File: config.mk
export PLATFORM = sky130hd
export DESIGN_NAME = adc_sequencer
export DESIGN_NICKNAME = d
export VERILOG_FILES = /design/src/rtl/adc_sequencer.sv
export SDC_FILE = /design/constraint.sdc
export NUM_CORES = 1
export LEC_CHECK = 0
export ABC_AREA = 1
export BUFFER_PORTS_ARGS = -buffer_cell sky130_fd_sc_hd__buf_2
export CORE_MARGIN = 1.5
export CORE_UTILIZATION = 55
export CTS_CLUSTER_SIZE = 25
export DETAILED_ROUTE_END_ITERATION = 6
export GPL_TIMING_DRIVEN = 0
export PLACE_DENSITY_LB_ADDON = 0.12
export SLEW_MARGIN = 0
export SYNTH_ARGS = -nofsm -noshare
export SYNTH_HDL_FRONTEND = slang
export SYNTH_SLANG_ARGS = --single-unit
File: constraint.sdc
create_clock -name clk -period 2.9 [get_ports clk]
set_input_delay 0.145 -clock clk [delete_from_list [all_inputs] [get_ports clk]]
set_output_delay 0.145 -clock clk [all_outputs]
set_load 0.05 [all_outputs]
File: src/rtl/adc_sequencer.sv
// SAR ADC timing master: one-hot phase strobes, serial result capture,
// and a valid/ready result port with sticky overrun.
module adc_sequencer #(
  parameter int NMAX        = 16,
  parameter int SAMP_CYCLES = 4,
  parameter int COMP_CYCLES = 2
) (
  input  logic            clk,
  input  logic            rst,
  input  logic            start,
  input  logic            cont,
  input  logic [4:0]      cfg_ncycles,
  input  logic            clr_overrun,
  input  logic            comp_out,
  output logic            seq_init,
  output logic            seq_samp,
  output logic            seq_comp,
  output logic            seq_update,
  output logic            busy,
  output logic [NMAX-1:0] result,
  output logic            result_valid,
  input  logic            result_ready,
  output logic            overrun
);

  localparam int CW = 8;

  // One-hot so each strobe is a bare flop output feeding the clock gate.
  typedef enum logic [4:0] {
    S_IDLE = 5'b00001,
    S_INIT = 5'b00010,
    S_SAMP = 5'b00100,
    S_COMP = 5'b01000,
    S_UPD  = 5'b10000
  } state_e;

  state_e          state_q, state_d;
  logic [CW-1:0]   cyc_q, cyc_d;
  logic [4:0]      bit_q, bit_d;
  logic [4:0]      n_q, n_d;
  logic [NMAX-1:0] shift_q, shift_d;
  logic [NMAX-1:0] result_q, result_d;
  logic            valid_q, valid_d;
  logic            ovr_q, ovr_d;
  logic            eoc;
  logic            xfer;

  function automatic logic [4:0] clamp(input logic [4:0] c);
    if (c == 5'd0) return 5'd1;
    if (32'(c) > NMAX) return 5'(NMAX);
    return c;
  endfunction

  // State, counters, shift register and output registers.
  always_ff @(posedge clk or posedge rst) begin
    if (rst) begin
      state_q  <= S_IDLE;
      cyc_q    <= '0;
      bit_q    <= '0;
      n_q      <= '0;
      shift_q  <= '0;
      result_q <= '0;
      valid_q  <= 1'b0;
      ovr_q    <= 1'b0;
    end else begin
      state_q  <= state_d;
      cyc_q    <= cyc_d;
      bit_q    <= bit_d;
      n_q      <= n_d;
      shift_q  <= shift_d;
      result_q <= result_d;
      valid_q  <= valid_d;
      ovr_q    <= ovr_d;
    end
  end

  // Phase sequencing, decision capture and result handoff.
  always_comb begin
    state_d  = state_q;
    cyc_d    = cyc_q;
    bit_d    = bit_q;
    n_d      = n_q;
    shift_d  = shift_q;
    result_d = result_q;
    valid_d  = valid_q;
    ovr_d    = ovr_q;
    eoc      = 1'b0;
    xfer     = valid_q & result_ready;

    unique case (state_q)
      S_IDLE: begin
        if (start) begin
          state_d = S_INIT;
          n_d     = clamp(cfg_ncycles);
          shift_d = '0;
        end
      end
      S_INIT: begin
        state_d = S_SAMP;
        cyc_d   = '0;
      end
      S_SAMP: begin
        if (cyc_q == CW'(SAMP_CYCLES - 1)) begin
          state_d = S_COMP;
          cyc_d   = '0;
          bit_d   = '0;
        end else begin
          cyc_d = cyc_q + CW'(1);
        end
      end
      S_COMP: begin
        if (cyc_q == CW'(COMP_CYCLES - 1)) begin
          state_d = S_UPD;
          cyc_d   = '0;
          shift_d = {shift_q[NMAX-2:0], comp_out};
        end else begin
          cyc_d = cyc_q + CW'(1);
        end
      end
      S_UPD: begin
        bit_d = bit_q + 5'd1;
        cyc_d = '0;
        if (bit_d < n_q) begin
          state_d = S_COMP;
        end else begin
          eoc = 1'b1;
          if (cont) begin
            state_d = S_INIT;
            n_d     = clamp(cfg_ncycles);
            shift_d = '0;
          end else begin
            state_d = S_IDLE;
          end
        end
      end
      default: state_d = S_IDLE;
    endcase

    if (eoc) begin
      result_d = shift_q;
      valid_d  = 1'b1;
    end else if (xfer) begin
      valid_d = 1'b0;
    end

    // A fresh overrun outranks a simultaneous clear.
    if (clr_overrun) ovr_d = 1'b0;
    if (eoc && valid_q && !xfer) ovr_d = 1'b1;
  end

  assign seq_init     = state_q[1];
  assign seq_samp     = state_q[2];
  assign seq_comp     = state_q[3];
  assign seq_update   = state_q[4];
  assign busy         = ~state_q[0];
  assign result       = result_q;
  assign result_valid = valid_q;
  assign overrun      = ovr_q;

endmodule

Word-level counts from Yosys, hierarchy flattened
Cells that the tools add are included.
{"block": "word_totals", "ff_bits": 57, "latchBits": 0, "ram_bits": 0, "mem_bits_ro": 0, "in_bits": 12, "output_inout_bits": 23, "elab_cells": 87, "mem_count": 0}
{"block": "op_classes", "n_addsub": 2, "n_mul": 0, "div": 0, "order_cmp": 2, "n_eq_ne": 12, "shifts": 0, "n_mux": 46, "bitwise_logic": 2, "reduce_logical": 15}
{"cell": "5-bit 2-to-1 mux", "count": 13}
{"cell": "16-bit 2-to-1 mux", "count": 4}
{"cell": "16-bit one-hot mux with 3 select lines", "count": 1}
{"cell": "5-bit one-hot mux with 5 select lines", "count": 1}
{"cell": "8-bit one-hot mux with 3 select lines", "count": 1}
{"cell": "1-bit 2-to-1 mux", "count": 20}
{"cell": "5-bit one-hot mux with 2 select lines", "count": 2}
{"cell": "8-bit 2-to-1 mux", "count": 2}
{"cell": "2-bit inequality test, second input constant", "count": 5}
{"cell": "8-bit by 1-bit adder with 8-bit output, second input constant", "count": 1}
{"cell": "8-bit by 1-bit equality test with 1-bit output, second input constant", "count": 1}
{"cell": "8-bit by 2-bit equality test with 1-bit output, second input constant", "count": 1}
{"cell": "2-bit nonzero test", "count": 4}
{"cell": "3-bit nonzero test", "count": 2}
{"cell": "5-bit by 1-bit adder with 5-bit output, second input constant", "count": 1}
{"cell": "5-bit by 1-bit equality test with 1-bit output, second input constant", "count": 1}
{"cell": "5-bit by 2-bit equality test with 1-bit output, second input constant", "count": 1}
{"cell": "5-bit by 3-bit equality test with 1-bit output, second input constant", "count": 1}
{"cell": "5-bit by 4-bit equality test with 1-bit output, second input constant", "count": 1}
{"cell": "5-bit equality test, second input constant", "count": 1}
{"cell": "5-bit > comparator, second input constant", "count": 1}
{"cell": "5-bit logical NOT", "count": 1}
{"cell": "5-bit less-than comparator", "count": 1}
{"cell": "5-bit AND reduction", "count": 1}
{"cell": "10 further kinds", "count": 11}

Depth between registers and ports, before layout
{"block": "depth", "ltp_word": 14, "depth_mapped": 13, "ltp_nobuf": 12}

Least setup slack after synthesis
OpenSTA, ideal clock, no wires.
{"block": "synth_path", "path_kind": "register to register", "start": "reg bit_q[0]", "end": "reg shift_q[10]", "setup_ps": 121, "t_arrival_ps": 1901, "t_required_ps": 2779, "path_slack_ps": 878, "path_stages_with_launch": 14, "n_path_buf": 1, "period_less_slack_ps": 2022, "path_cell_list": "dfrtp_1 -> ha_1 -> nand3_1 -> xor2_1 -> ha_1 -> nand2_1 -> nor2_1 -> nand2_1 -> nand3_1 -> nor2_1 -> nor2_1 -> buf_4 -> nand3_1 -> nand2_1"}
{"block": "synth_between", "elab_chain_cells": 4}
{"element": "start: declaration", "line_no": "39", "source": "logic [4:0] bit_q, bit_d;"}
{"element": "start signal: assignment", "line_no": "68", "source": "bit_q <= bit_d;"}
{"element": "5-bit by 1-bit adder with 5-bit output", "line_no": "121", "source": "bit_d = bit_q + 5'd1;"}
{"element": "5-bit less-than comparator", "line_no": "123", "source": "if (bit_d < n_q) begin"}
{"element": "2-bit inequality test (no line)"}
{"element": "5-bit AND reduction (no line)"}
{"element": "end signal: assignment", "line_no": "70", "source": "shift_q <= shift_d;"}
{"element": "end: declaration", "line_no": "41", "source": "logic [NMAX-1:0] shift_q, shift_d;"}
Every way passes these cells.
A chain may end at the register's enable or synchronous reset.

Worst setup path after layout
{"block": "layout_path", "start": "reg bit_q[0]", "end": "reg result_q[3], in the netlist result[3]"}
{"block": "layout_between", "elab_chain_cells": 4}
{"element": "5-bit by 1-bit adder with 5-bit output", "line_no": "121"}
{"element": "5-bit less-than comparator", "line_no": "123"}
{"element": "1-bit 2-to-1 mux", "line_no": "123"}
{"element": "1-bit 2-to-1 mux", "line_no": "90", "source": "unique case (state_q)"}
{"element": "end signal: assignment", "line_no": "71", "source": "result_q <= result_d;"}
{"element": "end: declaration", "line_no": "42", "source": "logic [NMAX-1:0] result_q, result_d;"}
Every way passes these cells.

==> flow_summary.yaml <==
clocking:
  cts.sinks: 57
  numCtsBuffers: 9
  cts.clk_slew.worst_paths_ns: 0.06
  cts_resized: 0
  post-cts-setup-buffers: 0
  htreeDepth: 3
  cts_root_buf: "clkbuf_8"
  tritoncts: "yes"
  clockBufferDepth: 2
  insertion_delay_ns: 0.34
power_and_ir_drop:
  pwr-share-seq: 0.343
  switching_share: 0.3942
  p_int_uw: 1714
  ir_drop_v: 0.0006828
  clkPwrFrac: 0.294
  power_uw: 2829
  p_leak_uw: 0.001959
  pwr_density_cell_nw_per_um2: 787.1
  switching_power_uw: 1115
  p_comb_frac: 0.363
setup_path:
  r2r-end: "result[3]"
  cp_slowest_stage_delay_ns: 0.42
  crit-reg2reg-launch: "bit_q[0]"
  path_cells: "ha_1 -> nand3_1 -> xor2_1 -> ha_1 -> nand2_1 -> nor2_1 -> nand2_1 -> nand3_1 -> nand2_2 -> buf_2 -> nand2_1 -> o21ai_0"
  start_kind: "flip-flop"
  r2r_setup_slack_ns: 0.61
  cpMaxStageDelayCell: "dfrtp_1"
  critPathMaxFanout: 10
  crit_arrival_ns: 2.55
  crit_path_end_kind: "flip-flop"
  cp-startpoint: "bit_q[0]"
  critPathKind: "reg2reg"
  cp.required_ns: 3.16
  reg2reg_depth: 12
  crit_path_frequent_cell: "nand2_1"
final_layout:
  diodes: 0
  num-nets-final: 451
  final_common_cell: "nand2_1"
  area_delta_synth_final_pct: 16.79
  drive_gt1_frac: 0.1793
  final_area_um2: 3595
  final_cell_mix: "106 x nand2_1, 56 x dfrtp_1, 53 x inv_1"
  nFillCells: 494
sta:
  hold_viol: 0
  timing.setup.tns_ns: 0
  final_max_slew_viol_count: 0
  slew_headroom: 0.6105
  holdWs_ns: 0.07619
  fin_crit_sh: 0.7884
  fmax_mhz: 437.4
  rsz0062_at_grt: "false"
  worst_pin_slew_ns: 0.5834
  skew_ns: 0.008236
  setup_violations: 0
  period_needed_ns: 2.286
placement:
  place_area_um2: 3358
  hpwlAfterDp_mm: 4.381
  io_buffers: 34
  globalplace.congestion: 0.8905
synth:
  synth-seq-area-share: 0.4638
  syn-cell-area_um2: 3078
  synth_fa_ha_area_frac: 0.02846
  synthMuxAreaShare: 0
  ys_types: 34
  synth_compound_area_frac: 0.1004
  yosys_warnings: 0
  synthSimpleGateAreaFrac: 0.2919
  synth_top_family_by_area: "simple AND/OR/NAND/NOR gates"
  synth_top_cell_area_share: 0.4553
  netlist_top_cells_area: "dfrtp_1 46%, nand2_1 13%, inv_1 6.6%, nand3_1 5.5%, o21ai_0 4.4%"
  synthCells: 384
  synth_area_per_cell_um2: 8.016
  yosys.area.top_type: "dfrtp_1"
  syn_nets: 403
  synth_xor_area_frac: 0.01707
  ys_ff_latch: 57
route:
  viasPerCell: 4.980
  dr.pass1.iters: 4
  ant_nets: 0
  wirelength_mm: 6.087
  vias: 2525
  drc: 0
  initialDrtViolationCount: 106
  wl_per_cell_um: 12.01
worst_hold_path:
  hold_end: "result_valid"
  hold-path-cell-count: 4
  worstHoldPathType: "in2reg"
  min_from: "result_ready"
floorplan:
  dieArea_um2: 6054
  dieWidth_um: 77.81
  ioPinCount: 35
  core_um2: 5439
  fp.dieH_um: 77.81
  rows: 27
  initial_utilization: 0.5659
grt:
  grt_pass1_vias: 2406
  grt_max_degree: 31
  grt_overflow: 0
  grt_usage: 0.2271
  antenna_found_initial: 0
  grt_first_pass_wirelength_mm: 10.84
flow_run:
  maxCapViolations: 0
outcome:
  status: "completed"
## logic make-up after synthesis
kind of cell | Yosys count
AO/OA/AOI/OAI | 53
XOR/XNOR | 6
adder cells (fa/ha/maj) | 7
buffers and inverters | 70
flip-flops | 57
AND/OR/NAND/NOR | 191
## metal layers
metal	routed length, um	GRT usage	share of wire	vias up
met3	202	0.04118	0.033	10
met4	103	0.1055	0.017	0
li1	-	-	-	1305
met5	0	0	0	-
met1	2889	0.2967	0.47	1158
met2	2892	0.3643	0.48	52
## Yosys cell counts
cell type / number
nand2_8: 1
a21boi_0: 1
dfrtp_1: 56
nand2_2: 1
nand3_4: 2
inv_1: 54
buf_1: 2
o21bai_1: 16
clkinv_4: 1
dfstp_2: 1
xor2_1: 5
nor2_4: 3
nand3b_1: 1
inv_2: 3
ha_1: 7
nor3_1: 1
buf_4: 3
xnor2_1: 1
nor3b_1: 1
nand3_1: 34
nand3_2: 2
inv_4: 2
o22ai_1: 1
nand2_4: 2
o21ai_0: 27
buf_6: 2
nand2_1: 106
a21oi_1: 7
buf_2: 3
nand4_4: 1
nor3_2: 1
o21ai_1: 1
nor2_1: 31
nand4_1: 4
## worst max-delay path by stage
stage | end | slack, ns | cells after the start
after floorplan | shift_q[10] | 0.88 | 13
after CTS | result[0] | 0.58 | 12
after global placement | cyc_q[2] | 0.61 | 2
after detailed placement | result[0] | 0.60 | 12
final | result[3] | 0.61 | 12
after global routing | result[5] | 0.34 | 12
## worst max-delay path, delay by kind of cell (launching register included)
family	cells	cell delay, ns
and+or+nand+nor	7	0.75
adders and majority gates	2	0.53
DFF	1	0.42
buffers and inverters	1	0.25
xor gates and xnor gates	1	0.20
AOI/OAI and AO/OA	1	0.07
## registers in the layout, indices dropped and copies added (netlist names)
name	count
n_q	5
result_valid	1
shift_q	16
overrun	1
result	16
bit_q	5
state_q	5
cyc_q	8
## final cells by class
type                            count  area, um2  area share
Sequential cell                    57       1428      0.3971
Clock buffer                       11      151.4     0.04212
Tap cell                           72      90.09     0.02506
Clock inverter                      3      65.06     0.01810
Timing Repair Buffer               37      210.2     0.05848
Multi-Input combinational cell    257       1348      0.3749
Inverter                           60      235.2     0.06544
Buffer                             10      67.56     0.01880
## through the flow
| stage | setup slack, ns | util | cells |
|---|---|---|---|
| 2_1_floorplan | 0.8775 | - | 384 |
| 3_5_place_dp | 0.6046 | 0.6174 | 491 |
| 6_report | 0.6137 | 0.6609 | 507 |
| 4_1_cts | 0.5762 | 0.6609 | 507 |
| 5_1_grt | 0.3445 | 0.6609 | 507 |
| 3_3_place_gp | 0.6064 | 0.6138 | 490 |
## power by group through the flow
stage / clock network (uW) / logic [uW] / registers [uW]
final: 833 / 1030 / 969
after CTS: 840 / 1030 / 970
after global routing: 872 / 1150 / 984
after floorplan: 0 / 758 / 1030
after detailed placement: 0 / 1030 / 982
after global placement: 0 / 1000 / 982
## timing repair
action,in CTS,in global routing
hold endpoints to repair,28,0
setup endpoints to repair,0,0
hold buffers,2,0
Note: power is estimated with default switching activity, not from simulation.
